## src/rtl/tree_pkg.sv

```systemverilog
// Shared tree-node definitions.
// Used by tree_loader (which writes nodes) and decision_tree_pipelined
// (which walks them). Holds the node record layout, the leaf action
// encoding, the frame constants and the 24-bit record-word unpacker.
package tree_pkg;

    localparam int NODE_IDX_W = 6;

    localparam logic [7:0] FRAME_HDR = 8'hA5;
    localparam int         REC_BYTES = 4;

    typedef enum logic [1:0] {
        NONE   = 2'd0,
        BUY    = 2'd1,
        SELL   = 2'd2,
        CANCEL = 2'd3
    } action_e;

    typedef struct packed {
        logic                  is_leaf;
        logic [7:0]            threshold;
        logic                  less_than;
        logic [NODE_IDX_W-1:0] left_idx;
        logic [NODE_IDX_W-1:0] right_idx;
        action_e               action;
    } node_t;

    // Word layout: [23] leaf, [22] less_than, [21:20] action,
    // [19:14] left, [13:8] right, [7:0] threshold.
    function automatic node_t unpack_node(input logic [23:0] word);
        node_t n;
        n.is_leaf   = word[23];
        n.less_than = word[22];
        n.action    = action_e'(word[21:20]);
        n.left_idx  = word[19:14];
        n.right_idx = word[13:8];
        n.threshold = word[7:0];
        return n;
    endfunction

endpackage

```

## src/rtl/tree_loader.sv

```systemverilog
// Tree image loader.
// Accepts a framed, checksummed byte stream and turns each 4-byte record
// into a one-cycle node write.
//   clk, rst           : clock, asynchronous active-high reset
//   in_data/in_valid   : stream byte and its valid
//   in_ready           : low only during the single WRITE cycle
//   sw_we, sw_addr     : node write strobe and node index
//   sw_data_*          : unpacked node fields, held until the next write
//   busy               : a frame is in progress
//   tree_ready         : last frame loaded with a good checksum
//   load_error         : last frame was rejected or timed out
module tree_loader
    import tree_pkg::*;
#(
    parameter int MAX_NODES      = 64,
    parameter int ADDR_WIDTH     = 6,
    parameter int TIMEOUT_CYCLES = 1024
) (
    input  logic                  clk,
    input  logic                  rst,
    input  logic [7:0]            in_data,
    input  logic                  in_valid,
    output logic                  in_ready,
    output logic                  sw_we,
    output logic [ADDR_WIDTH-1:0] sw_addr,
    output logic                  sw_data_is_leaf,
    output logic [7:0]            sw_data_threshold,
    output logic                  sw_data_less_than,
    output logic [ADDR_WIDTH-1:0] sw_data_left_idx,
    output logic [ADDR_WIDTH-1:0] sw_data_right_idx,
    output logic [1:0]            sw_data_action,
    output logic                  busy,
    output logic                  tree_ready,
    output logic                  load_error
);

    typedef enum logic [2:0] {
        IDLE, COUNT, ADDR, W2, W1, W0, WRITE, CSUM
    } state_e;

    localparam int              CNT_W       = $clog2(TIMEOUT_CYCLES + 1);
    localparam logic [8:0]      MAX_NODES_W = 9'(MAX_NODES);
    localparam logic [CNT_W-1:0] IDLE_LIMIT = CNT_W'(TIMEOUT_CYCLES - 1);

    state_e                state;
    logic [7:0]            csum;
    logic [7:0]            remaining;
    logic [CNT_W-1:0]      idle_cnt;
    logic [7:0]            w2_byte;
    logic [7:0]            w1_byte;
    logic [ADDR_WIDTH-1:0] rec_addr;
    node_t                 node;

    logic accept;
    logic timed_out;
    logic count_bad;
    logic addr_bad;

    assign accept    = in_valid && in_ready;
    // The idle counter is about to reach the limit on this edge.
    assign timed_out = busy && !accept && (idle_cnt == IDLE_LIMIT);
    assign count_bad = {1'b0, in_data} > MAX_NODES_W;
    assign addr_bad  = ({1'b0, in_data} >= MAX_NODES_W) || (in_data[7:6] != 2'b00);

    assign sw_data_is_leaf   = node.is_leaf;
    assign sw_data_threshold = node.threshold;
    assign sw_data_less_than = node.less_than;
    assign sw_data_left_idx  = node.left_idx;
    assign sw_data_right_idx = node.right_idx;
    assign sw_data_action    = node.action;

    // Record bytes staged until the word is complete; no reset needed.
    always_ff @(posedge clk) begin
        if (accept) begin
            unique case (state)
                ADDR:    rec_addr <= in_data[ADDR_WIDTH-1:0];
                W2:      w2_byte  <= in_data;
                W1:      w1_byte  <= in_data;
                default: ;
            endcase
        end
    end

    always_ff @(posedge clk or posedge rst) begin
        if (rst) begin
            state      <= IDLE;
            in_ready   <= 1'b1;
            sw_we      <= 1'b0;
            sw_addr    <= '0;
            node       <= '0;
            busy       <= 1'b0;
            tree_ready <= 1'b0;
            load_error <= 1'b0;
            csum       <= '0;
            remaining  <= '0;
            idle_cnt   <= '0;
        end else begin
            sw_we <= 1'b0;

            if (!busy || accept) begin
                idle_cnt <= '0;
            end else begin
                idle_cnt <= idle_cnt + 1'b1;
            end

            if (timed_out) begin
                state      <= IDLE;
                busy       <= 1'b0;
                load_error <= 1'b1;
                in_ready   <= 1'b1;
            end else begin
                unique case (state)
                    IDLE: begin
                        if (accept && in_data == FRAME_HDR) begin
                            tree_ready <= 1'b0;
                            load_error <= 1'b0;
                            busy       <= 1'b1;
                            csum       <= '0;
                            state      <= COUNT;
                        end
                    end
                    COUNT: begin
                        if (accept) begin
                            csum      <= in_data;
                            remaining <= in_data;
                            if (count_bad) begin
                                state      <= IDLE;
                                busy       <= 1'b0;
                                load_error <= 1'b1;
                            end else if (in_data == 8'd0) begin
                                state <= CSUM;
                            end else begin
                                state <= ADDR;
                            end
                        end
                    end
                    ADDR: begin
                        if (accept) begin
                            csum <= csum ^ in_data;
                            if (addr_bad) begin
                                state      <= IDLE;
                                busy       <= 1'b0;
                                load_error <= 1'b1;
                            end else begin
                                state <= W2;
                            end
                        end
                    end
                    W2: begin
                        if (accept) begin
                            csum  <= csum ^ in_data;
                            state <= W1;
                        end
                    end
                    W1: begin
                        if (accept) begin
                            csum  <= csum ^ in_data;
                            state <= W0;
                        end
                    end
                    W0: begin
                        if (accept) begin
                            csum     <= csum ^ in_data;
                            node     <= unpack_node({w2_byte, w1_byte, in_data});
                            sw_addr  <= rec_addr;
                            sw_we    <= 1'b1;
                            in_ready <= 1'b0;
                            state    <= WRITE;
                        end
                    end
                    WRITE: begin
                        in_ready  <= 1'b1;
                        remaining <= remaining - 8'd1;
                        state     <= (remaining == 8'd1) ? CSUM : ADDR;
                    end
                    CSUM: begin
                        if (accept) begin
                            if (in_data == csum) begin
                                tree_ready <= 1'b1;
                            end else begin
                                load_error <= 1'b1;
                            end
                            busy  <= 1'b0;
                            state <= IDLE;
                        end
                    end
                    default: state <= IDLE;
                endcase
            end
        end
    end

endmodule

```

## config.mk

```make
export PLATFORM = sky130hd
export DESIGN_NAME = tree_loader
export DESIGN_NICKNAME = d
export VERILOG_FILES = /design/src/rtl/tree_pkg.sv /design/src/rtl/tree_loader.sv
export SDC_FILE = /design/constraint.sdc
export NUM_CORES = 1
export LEC_CHECK = 0
export ABC_AREA = 1
export CAP_MARGIN = 10
export CELL_PAD_IN_SITES_DETAIL_PLACEMENT = 0
export CELL_PAD_IN_SITES_GLOBAL_PLACEMENT = 1
export CORE_MARGIN = 5
export CORE_UTILIZATION = 40
export DETAILED_ROUTE_END_ITERATION = 8
export GPL_TIMING_DRIVEN = 0
export PLACE_DENSITY_LB_ADDON = 0.08
export SYNTH_ARGS = -nofsm -noshare
export SYNTH_HDL_FRONTEND = slang
export SYNTH_SLANG_ARGS = --single-unit
```

## constraint.sdc

```tcl
create_clock -name clk -period 3.75 [get_ports clk]
set_clock_uncertainty 0.15 [all_clocks]
set_input_delay 0.75 -clock clk [delete_from_list [all_inputs] [get_ports clk]]
set_output_delay 0.75 -clock clk [all_outputs]
set_load 0.005 [all_outputs]
```

After elaboration in Yosys (flattened, before gate mapping) --
Index checks and enable logic that the tools add are counted.
Word-level totals: register bits after elaboration 87, input port bits 11, output and inout port bits 35, word-level logic and storage cells 123
Operators by class: add/subtract/negate cells 2, $lt $le $gt $ge 2, eq/ne operators 26, muxes and demuxes 44, bitwise gates (word level) 2, reductions and logical operators 28
Operators by type and width (number):
- two-way mux 3 bit | 11
- != test 3 bit (second input constant) | 10
- two-way mux 8 bit | 3
- case mux 3 bit (8 select lines) | 1
- case mux 8 bit (3 select lines) | 1
- two-way mux 1 bit | 21
- case mux 8 bit (2 select lines) | 1
- AND reduction 7 bit | 2
- equality test 3 bit (second input constant) | 4
- adder 11 x 1 -> 11 bit (second input constant) | 1
- equality test 11 x 10 -> 1 bit (second input constant) | 1
- two-way mux 11 bit | 1
- AND reduction 5 bit | 2
- equality test 8 x 1 -> 1 bit (second input constant) | 1
- equality test 8 bit | 1
- equality test 8 bit (second input constant) | 1
- >= comparator 8 x 7 -> 1 bit (second input constant) | 1
- > comparator 8 x 7 -> 1 bit (second input constant) | 1
- zero test 8 bit | 1
- != test 2 bit (second input constant) | 4
- case mux 1 bit (4 select lines) | 2
- AND reduction 2 bit | 4
- AND reduction 8 bit | 1
- subtractor 8 x 1 -> 8 bit (second input constant) | 1
- other kinds (16) | 27

Longest topological paths before layout --
Gate-level depths: netlist of the first run.
depth in word-level cells 6, depth in mapped cells 11, mapped depth without buffers 11

Worst setup path before layout of the first run --
Ideal clock, no wire load.
path kind input -> register, start input in_valid, end register w1_byte[0], enable pin, setup time 0.383 ns, arrival time 1.511 ns, required time 3.217 ns, setup slack 1.706 ns, cell stages on the path 2, buffers on the path 0, cells stage by stage nand2_2 > nor3_1
Between the ends: longest elaborated chain between the ends 2
Ends and longest elaborated chain:
- start, declared | RTL line tree_loader.sv:22 | input logic in_valid,
- logical AND 1 bit | RTL line tree_loader.sv:59 | assign accept = in_valid && in_ready;
- AND reduction 2 bit (no line)
- end signal, assigned | RTL line tree_loader.sv:78 | W1: w1_byte <= in_data;
- end, declared | RTL line tree_loader.sv:50 | logic [7:0] w1_byte;
No other way between the ends. A chain may end at the register's enable or synchronous reset.

Worst setup path in the final report of the first run --
start input in_data[6], end register csum[0]
Between the ends: longest elaborated chain between the ends 4
Ends and longest elaborated chain:
- start, declared | RTL line tree_loader.sv:21 | input logic [7:0] in_data,
- equality test 8 bit | RTL line tree_loader.sv:114 | if (accept && in_data == FRAME_HDR) begin
- logical AND 1 bit | RTL line tree_loader.sv:114
- != test 2 bit (no line)
- AND reduction 5 bit (no line)
- end signal, assigned | RTL line tree_loader.sv:124 | csum <= in_data;
- end signal, assigned | RTL line tree_loader.sv:139 | csum <= csum ^ in_data;
- end signal, assigned | RTL line tree_loader.sv:151 | csum <= csum ^ in_data;
- end, declared | RTL line tree_loader.sv:46 | logic [7:0] csum;
No other way between the ends.

==> summary.txt, run 1 <==
Worst setup path
  – CP max stage cell: clkdlybuf4s50_1
  – Crit path max fanout: 10
  – Most frequent CP cell: nand2_1
  – Critical-path cell list: clkdlybuf4s50_1 -> inv_1 -> nand2_1 -> nor2_1 -> nand3_1 -> nand2_1 -> nand3_2 -> buf_6 -> nand2_1 -> o21ai_1
  – R2R Path Start: state[1]$_DFFE_PP0P_
  – CP arrival: 2.48 ns
  – CP startpoint kind: input pin
  – CP required: 3.85 ns
  – Setup crit start: in_data[6]
  – Biggest cell delay along the critical path: 0.49 ns
  – Crit. End Element: flip-flop
  – Setup CP Type: input pin to flip-flop

Timing
  – Final worst slack: 1.37 ns
  – Min Tclk post-route: 2.38 ns
  – Hold Slack: 0.312 ns
  – RSZ-0062 raised after global routing: no
  – Final period util: 63.5%
  – Relative slew slack: 40.9%
  – Fin. Hold Viols: 0
  – Fmax: 420 MHz
  – Sum Neg Setup Slack: 0 ns
  – Count of final max-slew check failures: 0
  – Final setup vio count: 0
  – Worst Tran Pin Value: 0.883 ns

Routing
  – # DRC: 0
  – Vias/cell: 4.91
  – Wirelength per Cell: 14.7 um
  – TritonRoute pass-1 iters: 4
  – Drt initial violations: 134
  – Met1 Wirelength: 4.39 mm
  – Uppermost layer routed: met4
  – Routed wl met2: 4.13 mm
  – Routed WL: 8.93 mm
  – Met3 wire length: 316 um
  – DR vias: 2984
  – Routed Antenna Nets: 0

Die
  – Core Rows: 36
  – Die Footprint: 12300 um^2
  – Die W: 111 um
  – Die Span Y: 111 um
  – Initial core utilization: 41.3%
  – IO Count: 46
  – Floorplan Core Area: 9860 um^2

Global route
  – Global-route wire length before repair: 15.2 mm
  – Pin count of the biggest net entering global routing: 66
  – Initial antenna violation count: 0
  – GRT Util Overall: 15.1%
  – Global route total overflow: 0
  – Vias in the first global route: 2976

Clocking
  – Bufs on Longest Clock Path: 2
  – Cts-stage hold buffer count: 0
  – CTS Buf Count: 9
  – Root Driver: clkbuf_8
  – CTS tree: built
  – Clock transition at path regs: 0.10 ns
  – CTS sink cnt: 87
  – Postcts setup bufs: 0
  – Post-cts resize count: 0
  – H-tree level count: 3
  – Clk_lat worst skew: 0.36 ns

Placed design
  – Dpl ws: 0.966 ns
  – HPWL Detailed: 6.39 mm
  – DP Area: 4690 um^2
  – Final RePlAce weighted congestion: 0.856
  – Port Buf Inserts: 45

Final layout
  – Commonest non-fill, non-tap cell in the layout: nand2_1
  – Fin area: 4880 um^2
  – Area of the multi-input gates: 1530 um^2
  – Ant. Diodes: 0
  – Layout cells sized above 1: 14.7%
  – Layout net count: 487
  – Area Overhead vs Synth: 20.0%
  – Register area: 2290 um^2
  – # fillers: 911
  – Most frequent cells in the layout: nand2_1, dfrtp_1, inv_1, clkdlybuf4s50_1, nor2_1

Run
  – Maxcap violations: 0

Yosys
  – Ranking of synthesized cells by area: dfrtp_1, edfxtp_1, nand2_1, mux2_2, inv_1
  – Post-synth cell types: 41
  – Sequential fraction of the synthesis area: 56.2%
  – Yosys reg bits: 87
  – Post-synth EDFFs: 22
  – Synthesis Warnings: 0
  – Yosys top cell by area: dfrtp_1
  – Synth Flop Type: dfrtp_1
  – Syn_area_per_cell: 9.86 um^2
  – Share of the synthesized area in the top cell type: 39.3%
  – Mapped Area: 4070 um^2
  – Syn_nets: 430
  – Ys async rst share: 74.7%
  – Post-Syn Instances: 413

Worst hold path
  – Worst hold path class: flip-flop to flip-flop
  – Hold path start: w1_byte[5]$_DFFE_PP_

Outcome
  – Status: complete, no violations

Pwr
  – PD cells: 753 nW/um^2
  – Leak: 2.20 nW
  – VDD IR max: 0.265 mV
  – Pwr Total: 0.00368 W
[final timing paths]
path / end / slack, ns / cells past startpoint
worst max-delay path: csum[0]$_DFFE_PP0P_ / 1.37 / 10
worst min-delay path: sw_data_right_idx[5]$_DFFE_PP0P_ / 0.31 / 1
worst max register to register: csum[0]$_DFFE_PP0P_ / 1.57 / 9
worst min register to register: sw_data_right_idx[5]$_DFFE_PP0P_ / 0.31 / 1
max in group asynchronous: state[0]$_DFFE_PP0P_ / 2.16 / 2
min in group asynchronous: idle_cnt[2]$_DFF_PP0_ / 0.76 / 2
[area by class of cell]
type	count	share of cell area, %
flip-flops and latches	87	46.9
multi-input cells	267	31.3
repair buffers	46	9.33
inverters	49	3.87
well taps	133	3.41
clock buffers	9	2.54
plain buffers	10	1.41
clock inverters	7	1.33
[critical path, delay by kind of cell]
family                 cells  cell delay (ns)
and+or+nand+nor            6             0.70
AOI/OAI and AO/OA          1             0.06
buffers and inverters      3             0.97
[registers in the layout, summed over array words and instances (netlist names)]
| name | count |
|---|---|
| sw_data_threshold | 8 |
| rec_addr | 6 |
| w1_byte | 8 |
| w2_byte | 8 |
| tree_ready | 1 |
| sw_data_action | 2 |
| sw_data_less_than | 1 |
| in_ready | 1 |
| state | 3 |
| busy | 1 |
| sw_data_is_leaf | 1 |
| sw_addr | 6 |
| sw_we | 1 |
| idle_cnt | 11 |
| sw_data_right_idx | 6 |
| sw_data_left_idx | 6 |
| remaining | 8 |
| load_error | 1 |
| csum | 8 |
[per-layer routing]
layer	up-vias	global-route usage (%)
met5	-	0
met4	0	3.94
met3	8	3.82
met2	53	23.9
met1	1440	20.8
li1	1483	-
[stage by stage]
| stage | util (%) | std cells |
|---|---|---|
| finish | 49.5 | 608 |
| global route | 49.5 | 608 |
| CTS | 49.5 | 608 |
| detailed placement | 47.6 | 592 |
| global placement | 47.5 | 591 |
| floorplan | - | 413 |
[cells in the mapped netlist, types with 5 or more instances]
master and n:
buf_4 5, dfrtp_1 64, mux2_1 5, nand2_1 77
nor2_1 44, a21oi_1 20, a21oi_2 6, o22ai_1 9
edfxtp_1 22, o21ai_0 14, ha_1 6, inv_1 46
nand3_1 19, mux2_2 17, o21ai_1 11, nor3_1 8
[power by group]
part | internal, W | switching, W
clock network | 0.000253 | 0.000377
registers | 0.00127 | 0.000186
logic | 0.000775 | 0.000815
[logic make-up after synthesis]
kind of cell,synth area share [%]
AO/OA/AOI/OAI,10.1
XOR/XNOR,1.29
adder cells (fa/ha/maj),1.84
buffers and inverters,6.27
flip-flops,56.2
multiplexers,6.09
AND/OR/NAND/NOR,18.1
Power figures use the tool's default switching activity.
==> inputs of run 2 (changes only) <==
--- a/config.mk
+++ b/config.mk
@@ -10,7 +10,7 @@
 export CELL_PAD_IN_SITES_DETAIL_PLACEMENT = 0
 export CELL_PAD_IN_SITES_GLOBAL_PLACEMENT = 1
 export CORE_MARGIN = 5
-export CORE_UTILIZATION = 40
+export CORE_UTILIZATION = 39
 export DETAILED_ROUTE_END_ITERATION = 8
 export GPL_TIMING_DRIVEN = 0
 export PLACE_DENSITY_LB_ADDON = 0.08
==> constraint.sdc (replaced) <==
create_clock -name clk -period 2.1 [get_ports clk]
set_clock_uncertainty 0.15 [all_clocks]
set_input_delay 0.42 -clock clk [delete_from_list [all_inputs] [get_ports clk]]
set_output_delay 0.42 -clock clk [all_outputs]
set_load 0.005 [all_outputs]
==> run 2 against run 1 <==
Net effect: count of clock-buffer cells in the layout is the same; sequential cell count unchanged; power increased by 85%; cell count is 1.5% higher; sequential share of layout area down 1.2 points; die area increased by 2.3%.
==> summary.txt, run 2 (synthesis results as in run 1) <==
Worst setup path
  – CP startpoint kind: flip-flop
  – Biggest cell delay along the critical path: 0.57 ns (+0.08 ns)
  – Setup CP Type: flip-flop to output port
  – CP arrival: 1.44 ns (-1.04 ns)
  – Crit path max fanout: 3 (-7)
  – CP delay by family, top: flip-flops
  – CP required: 1.53 ns (-2.32 ns)
  – Worst path depth: 1 (-9)
  – R2R depth: 9 (unchanged)
  – CP max stage cell: dfstp_2
  – Critical-path cell list: clkdlybuf4s50_1
  – Buf+Inv Stages, Crit Path: 1 (-2)
  – Crit. End Element: output port

Die
  – Die Span Y: 112 um (+1.2%)
  – Core Rows: 37 (+2.8%)
  – IO Count: 46 (unchanged)
  – Die W: 112 um (+1.2%)
  – Initial core utilization: 39.8% (-1.5 points)
  – Die Footprint: 12600 um^2 (+2.3%)
  – Floorplan Core Area: 10200 um^2 (+3.7%)

Final layout
  – # fillers: 1007 (+11%)
  – Ant. Diodes: 0 (unchanged)
  – Most frequent cells in the layout: nand2_1, dfrtp_1, inv_1
  – Final Util: 49.0% (-0.51 points)
  – Most flop-heavy register: idle_cnt
  – Layout net count: 493 (+1.2%)
  – Layout cells sized above 1: 17.7% (+2.9 points)
  – Max reg flops: 11 (unchanged)
  – Area Overhead vs Synth: 23.1%
  – Commonest non-fill, non-tap cell in the layout: nand2_1

Global route
  – Global-route wire length before repair: 15.7 mm (+3.2%)
  – GRT Util Overall: 15.6% (+0.44 points)
  – Pin count of the biggest net entering global routing: 38 (-42%)
  – Vias in the first global route: 3033 (+1.9%)
  – Initial antenna violation count: 0 (unchanged)
  – Global route total overflow: 0 (unchanged)

Timing
  – Fin. Hold Viols: 0 (unchanged)
  – Final setup vio count: 0 (unchanged)
  – Worst Tran Pin Value: 0.869 ns (-0.0141 ns)
  – Final period util: 95.7%
  – Min Tclk post-route: 2.01 ns
  – Relative slew slack: 41.9% (+1.0 points)
  – Count of final max-slew check failures: 0 (unchanged)
  – RSZ-0062 raised after global routing: no
  – Final worst slack: 0.0913 ns (-1.28 ns)
  – Fmax: 498 MHz

Routing
  – Wirelength per Cell: 15.2 um (+3.5%)
  – Vias/cell: 4.83 (-1.5%)
  – # DRC: 0 (unchanged)
  – Drt initial violations: 163 (+22%)
  – TritonRoute pass-1 iters: 4 (unchanged)
  – Routed Antenna Nets: 0 (unchanged)
  – Routed WL: 9.38 mm (+5.0%)
  – DR vias: 2983 (-0.034%)

Clocking
  – Bufs on Longest Clock Path: 2 (unchanged)
  – Clock transition at path regs: 0.11 ns (about the same)
  – Clk_lat worst skew: 0.37 ns (about the same)
  – CTS tree: built
  – Cts-stage hold buffer count: 0 (unchanged)
  – H-tree level count: 3 (unchanged)
  – Root Driver: clkbuf_8
  – CTS sink cnt: 87 (unchanged)
  – CTS Buf Count: 9 (unchanged)

Placed design
  – HPWL Detailed: 6.71 mm (+5.0%)
  – Port Buf Inserts: 45 (unchanged)
  – Dpl ws: -0.365 ns (-1.33 ns)
  – Final RePlAce weighted congestion: 0.849 (-0.88%)

Pwr
  – Leak: 2.28 nW (+3.7%)
  – VDD IR max: 0.531 mV (+100%)
  – PD cells: 1360 nW/um^2 (+81%)

Run
  – Maxcap violations: 0 (unchanged)

Worst hold path
  – Hold path cells: 1 (unchanged)
  – Worst hold path class: flip-flop to flip-flop

Outcome
  – Status: complete, no violations
[run 2: cell count changes in the layout (fill, tap and decap cells not counted), moves of 2 or more]
cell | previous run | this run
buf_4 | 5 | 10
clkdlybuf4s50_1 | 45 | 41
dlymetal6s2s_1 | 0 | 4
inv_1 | 45 | 42
nor2_1 | 44 | 41
dfrtp_1 | 64 | 62
dfrtp_2 | 0 | 2
inv_2 | 2 | 4
nor2_2 | 1 | 3
[run 2: final timing paths]
path                                            from                               end  slack [ns]
worst min register to register  w1_byte[5]$_DFFE_PP_  sw_data_right_idx[5]$_DFFE_PP0P_        0.32
worst max register to register  state[1]$_DFFE_PP0P_               csum[7]$_DFFE_PP0P_        0.16
worst min-delay path            w1_byte[5]$_DFFE_PP_  sw_data_right_idx[5]$_DFFE_PP0P_        0.32
min in group asynchronous                        rst             idle_cnt[9]$_DFF_PP0_        0.41
worst max-delay path            in_ready$_DFFE_PP1P_                          in_ready        0.09
max in group asynchronous                        rst              in_ready$_DFFE_PP1P_        0.71
[run 2: repair_timing]
action,in CTS,in global routing
gates resized for setup,2,15
setup buffers,2,3
endpoints found under the setup margin,21,20
pin swaps,0,1
[run 2: through the flow]
step,hold WS [ns],area (um^2),instances,TNS [ns],total power [W]
2_1_floorplan,0.283,4070,413,0,0.00441
3_3_place_gp,0.294,4690,594,-21.48,0.00549
3_5_place_dp,0.300,4720,596,-12.13,0.00555
4_1_cts,0.320,4950,614,0,0.00684
5_1_grt,0.300,5010,617,0,0.00737
6_report,0.320,5010,617,0,0.00682
[run 2: final cells by class]
| cell class | count | area, um^2 | area share, % |
|---|---|---|---|
| tap | 136 | 170 | 3.39 |
| multi-input combinational | 267 | 1550 | 31.0 |
| buffer | 10 | 71.3 | 1.42 |
| inverter | 49 | 193 | 3.84 |
| sequential | 87 | 2290 | 45.7 |
| clock inverter | 7 | 88.8 | 1.77 |
| clock buffer | 9 | 124 | 2.47 |
| timing repair buffer | 52 | 523 | 10.4 |
[run 2: where the power goes]
group | internal, W | switching (W) | total (W)
Sequential | 0.00228 | 0.000322 | 0.00260
Clock | 0.000575 | 0.000676 | 0.00125
Combinational | 0.00145 | 0.00152 | 0.00297
Total | 0.00430 | 0.00252 | 0.00682
[run 2: routing by layer]
layer  GRT usage, %  share of wire [%]  vias up
li1               -                  -     1494
met1           21.9                 49     1445
met2           24.5                 47       35
met3           3.07                2.9        9
met4           4.57                1.1        0
met5              0                  0        -
==> inputs of run 3 (changes only) <==
--- a/config.mk
+++ b/config.mk
@@ -5,15 +5,15 @@
 export SDC_FILE = /design/constraint.sdc
 export NUM_CORES = 1
 export LEC_CHECK = 0
-export ABC_AREA = 1
 export CAP_MARGIN = 10
 export CELL_PAD_IN_SITES_DETAIL_PLACEMENT = 0
 export CELL_PAD_IN_SITES_GLOBAL_PLACEMENT = 1
 export CORE_MARGIN = 5
-export CORE_UTILIZATION = 39
+export CORE_UTILIZATION = 40
 export DETAILED_ROUTE_END_ITERATION = 8
 export GPL_TIMING_DRIVEN = 0
 export PLACE_DENSITY_LB_ADDON = 0.08
+export SLEW_MARGIN = 20
 export SYNTH_ARGS = -nofsm -noshare
 export SYNTH_HDL_FRONTEND = slang
 export SYNTH_SLANG_ARGS = --single-unit
==> constraint.sdc (replaced) <==
create_clock -name clk -period 2.6 [get_ports clk]
set_clock_uncertainty 0.15 [all_clocks]
set_input_delay 0.52 -clock clk [delete_from_list [all_inputs] [get_ports clk]]
set_output_delay 0.52 -clock clk [all_outputs]
set_load 0.005 [all_outputs]
==> run 3 against run 2 <==
Net effect: synthesized cell count fell by 19%; worst setup slack gained 0.085 ns; die area shrank 4.0%; critical path depth grew 7; count of clock-buffer cells in the layout stayed put; register-to-register slack better by 0.09 ns; via count fell by 4.8%; non-clock buffer count is 3 higher; clock power decreased by 24%; first-iteration DRC count decreased by 3.1%; sequential share of layout area grew 0.70 points; critical path type is now input pin to flip-flop; highest routed layer unchanged.
==> summary.txt, run 3 <==
Outcome
  – Status: complete, no violations

Placed design
  – Dpl ws: -0.580 ns (-0.216 ns)
  – HPWL Detailed: 6.32 mm (-5.8%)
  – Port Buf Inserts: 45 (unchanged)
  – Final RePlAce weighted congestion: 0.772 (-9.1%)

Timing
  – Min Tclk post-route: 2.42 ns
  – Fmax: 413 MHz
  – Final setup vio count: 0 (unchanged)
  – Worst Tran Pin Value: 0.683 ns (-0.186 ns)
  – Sum Neg Setup Slack: 0 ns (unchanged)
  – Final period util: 93.2%
  – RSZ-0062 raised after global routing: no
  – Fin. Hold Viols: 0 (unchanged)
  – Final worst slack: 0.176 ns (+0.0850 ns)
  – Relative slew slack: 54.1% (+12 points)
  – Count of final max-slew check failures: 0 (unchanged)

Clocking
  – CTS sink cnt: 87 (unchanged)
  – Root Driver: clkbuf_8
  – Bufs on Longest Clock Path: 2 (unchanged)
  – Clk_lat worst skew: 0.37 ns (about the same)
  – H-tree level count: 3 (unchanged)
  – Cts-stage hold buffer count: 0 (unchanged)
  – CTS tree: built
  – Clock transition at path regs: 0.10 ns (about the same)
  – CTS Buf Count: 9 (unchanged)

Yosys
  – Ranking of synthesized cells by area: dfrtp_1, edfxtp_1, mux2_2, o21ai_0, xnor2_1
  – Synthesis Warnings: 0 (unchanged)
  – Syn_nets: 350 (-19%)
  – Post-synth EDFFs: 22 (unchanged)
  – Post-synth cell types: 53 (+29%)
  – Synth Flop Type: dfrtp_1
  – Yosys top cell by area: dfrtp_1
  – Mapped Area: 3990 um^2 (-1.9%)
  – Sequential fraction of the synthesis area: 57.3% (+1.1 points)
  – Syn_area_per_cell: 12.0 um^2 (+22%)
  – Yosys reg bits: 87 (unchanged)
  – Ys async rst share: 74.7% (unchanged)
  – Share of the synthesized area in the top cell type: 40.1% (+0.76 points)
  – Post-Syn Instances: 333 (-19%)
  – Top cells by count, synth: dfrtp_1, mux2_2, nor2_1, o21ai_0, edfxtp_1
  – Top-count cell post-synth: dfrtp_1

Die
  – Die Footprint: 12100 um^2 (-4.0%)
  – Floorplan Core Area: 9770 um^2 (-4.5%)
  – Initial core utilization: 40.8% (+1.1 points)
  – IO Count: 46 (unchanged)
  – Core Rows: 36 (-2.7%)
  – Die W: 110 um (-2.0%)
  – Die Span Y: 110 um (-2.0%)

Routing
  – Wirelength per Cell: 17.2 um (+13%)
  – Routed WL: 9.11 mm (-2.9%)
  – Vias/cell: 5.36 (+11%)
  – # DRC: 0 (unchanged)
  – Routed Antenna Nets: 0 (unchanged)
  – TritonRoute pass-1 iters: 4 (unchanged)
  – Drt initial violations: 158 (-3.1%)
  – DR vias: 2839 (-4.8%)

Worst setup path
  – CP arrival: 2.57 ns (+1.13 ns)
  – Crit path max fanout: 10 (+7)
  – Crit. End Element: flip-flop
  – Biggest cell delay along the critical path: 0.66 ns (+0.09 ns)
  – CP startpoint kind: input pin
  – Buf+Inv Stages, Crit Path: 3 (+2)
  – CP delay by family, top: buffers and inverters
  – CP required: 2.75 ns (+1.22 ns)
  – Setup CP Type: input pin to flip-flop
  – Critical-path cell list: clkdlybuf4s50_1 -> nor3_4 -> nand4_1 -> a22oi_2 -> buf_12 -> and2_1 -> buf_4 -> a32o_1
  – CP max stage cell: clkdlybuf4s50_1

Final layout
  – Area Overhead vs Synth: 23.5%
  – Commonest non-fill, non-tap cell in the layout: dfrtp_1
  – Most flop-heavy register: idle_cnt
  – Most frequent cells in the layout: dfrtp_1, clkdlybuf4s50_1, mux2_2
  – # fillers: 891 (-12%)
  – Layout cells sized above 1: 21.2% (+3.5 points)
  – Ant. Diodes: 0 (unchanged)
  – Layout net count: 409 (-17%)
  – Max reg flops: 11 (unchanged)

Global route
  – GRT Util Overall: 16.2% (+0.60 points)
  – Initial antenna violation count: 0 (unchanged)
  – Pin count of the biggest net entering global routing: 54 (+42%)
  – Global route total overflow: 0 (unchanged)
  – Vias in the first global route: 2710 (-11%)
  – Global-route wire length before repair: 14.8 mm (-5.8%)

Pwr
  – Leak: 2.02 nW (-11%)
  – VDD IR max: 0.306 mV (-42%)
  – PD cells: 904 nW/um^2 (-34%)
  – Pwr Total: 0.00446 W (-35%)

Run
  – Maxcap violations: 0 (unchanged)

Worst hold path
  – Worst hold path class: input pin to async pin
run 3: changes by cell type after synthesis, moves of 11 or more:
cell     delta
nand2_1    -66
xnor2_1    +11
o21ai_1    -11
inv_1      -41
nor2_1     -17
mux2_2     +13
run 3: repair_timing:
item | in CTS | in global routing
endpoints found under the hold margin | 0 | 0
endpoints found under the setup margin | 38 | 17
setup buffers | 1 | 0
pin swaps | 1 | 0
cloned | 0 | 0
gates resized for setup | 2 | 9
run 3: kinds of logic (layout without fill, tap and decap cells):
family | count (synthesis) | count (layout) | share of synthesized area (%)
multiplexers | 31 | 31 | 8.71
XOR/XNOR | 18 | 18 | 3.95
flip-flops | 87 | 87 | 57.3
AND/OR/NAND/NOR | 87 | 87 | 11.4
buffers and inverters | 24 | 88 | 2.98
AO/OA/AOI/OAI | 80 | 80 | 13.8
adder cells (fa/ha/maj) | 6 | 6 | 1.88
run 3: path summary, 6_finish.rpt:
path | start | to | slack, ns | cells after the start
min in group clk | w1_byte[7]$_DFFE_PP_ | sw_data_left_idx[1]$_DFFE_PP0P_ | 0.32 | 1
hold / removal | rst | sw_data_left_idx[0]$_DFFE_PP0P_ | 0.26 | 2
hold reg to reg | w1_byte[7]$_DFFE_PP_ | sw_data_left_idx[1]$_DFFE_PP0P_ | 0.32 | 1
max in group asynchronous | rst | idle_cnt[0]$_DFF_PP0_ | 1.51 | 3
setup reg to reg | idle_cnt[0]$_DFF_PP0_ | csum[4]$_DFFE_PP0P_ | 0.25 | 8
setup / recovery | in_data[1] | csum[4]$_DFFE_PP0P_ | 0.18 | 8
run 3: area by class of cell:
class	count	area, um^2	share of cell area [%]
Buffer	16	87.6	1.78
Sequential cell	87	2290	46.4
Inverter	7	31.3	0.634
Clock inverter	7	75.1	1.52
Clock buffer	9	124	2.51
Multi-Input combinational cell	222	1640	33.3
Tap cell	133	166	3.37
Timing Repair Buffer	49	517	10.5
run 3: routing by layer:
| layer | wire (um) | vias up | GRT usage (%) |
|---|---|---|---|
| met5 | 0 | - | 0 |
| met4 | 108 | 0 | 5.43 |
| met3 | 424 | 8 | 3.35 |
| met2 | 4430 | 61 | 25.2 |
| met1 | 4150 | 1422 | 22.4 |
| li1 | - | 1348 | - |
run 3: where the power goes:
group	internal, W	switching [W]	leakage [nW]
sequential	0.00172	0.000233	1.06
combinational	0.000855	0.000704	0.864
clock	0.000378	0.000567	0.0981
total	0.00295	0.00150	2.02
run 3: stage by stage:
step | hold slack (ns) | area, um^2 | util (%) | instances
2_1_floorplan | 0.304 | 3990 | - | 333
3_3_place_gp | 0.306 | 4610 | 47.2 | 511
3_5_place_dp | 0.312 | 4670 | 47.8 | 514
4_1_cts | 0.266 | 4900 | 50.1 | 531
5_1_grt | 0.272 | 4930 | 50.4 | 530
6_report | 0.262 | 4930 | 50.4 | 530
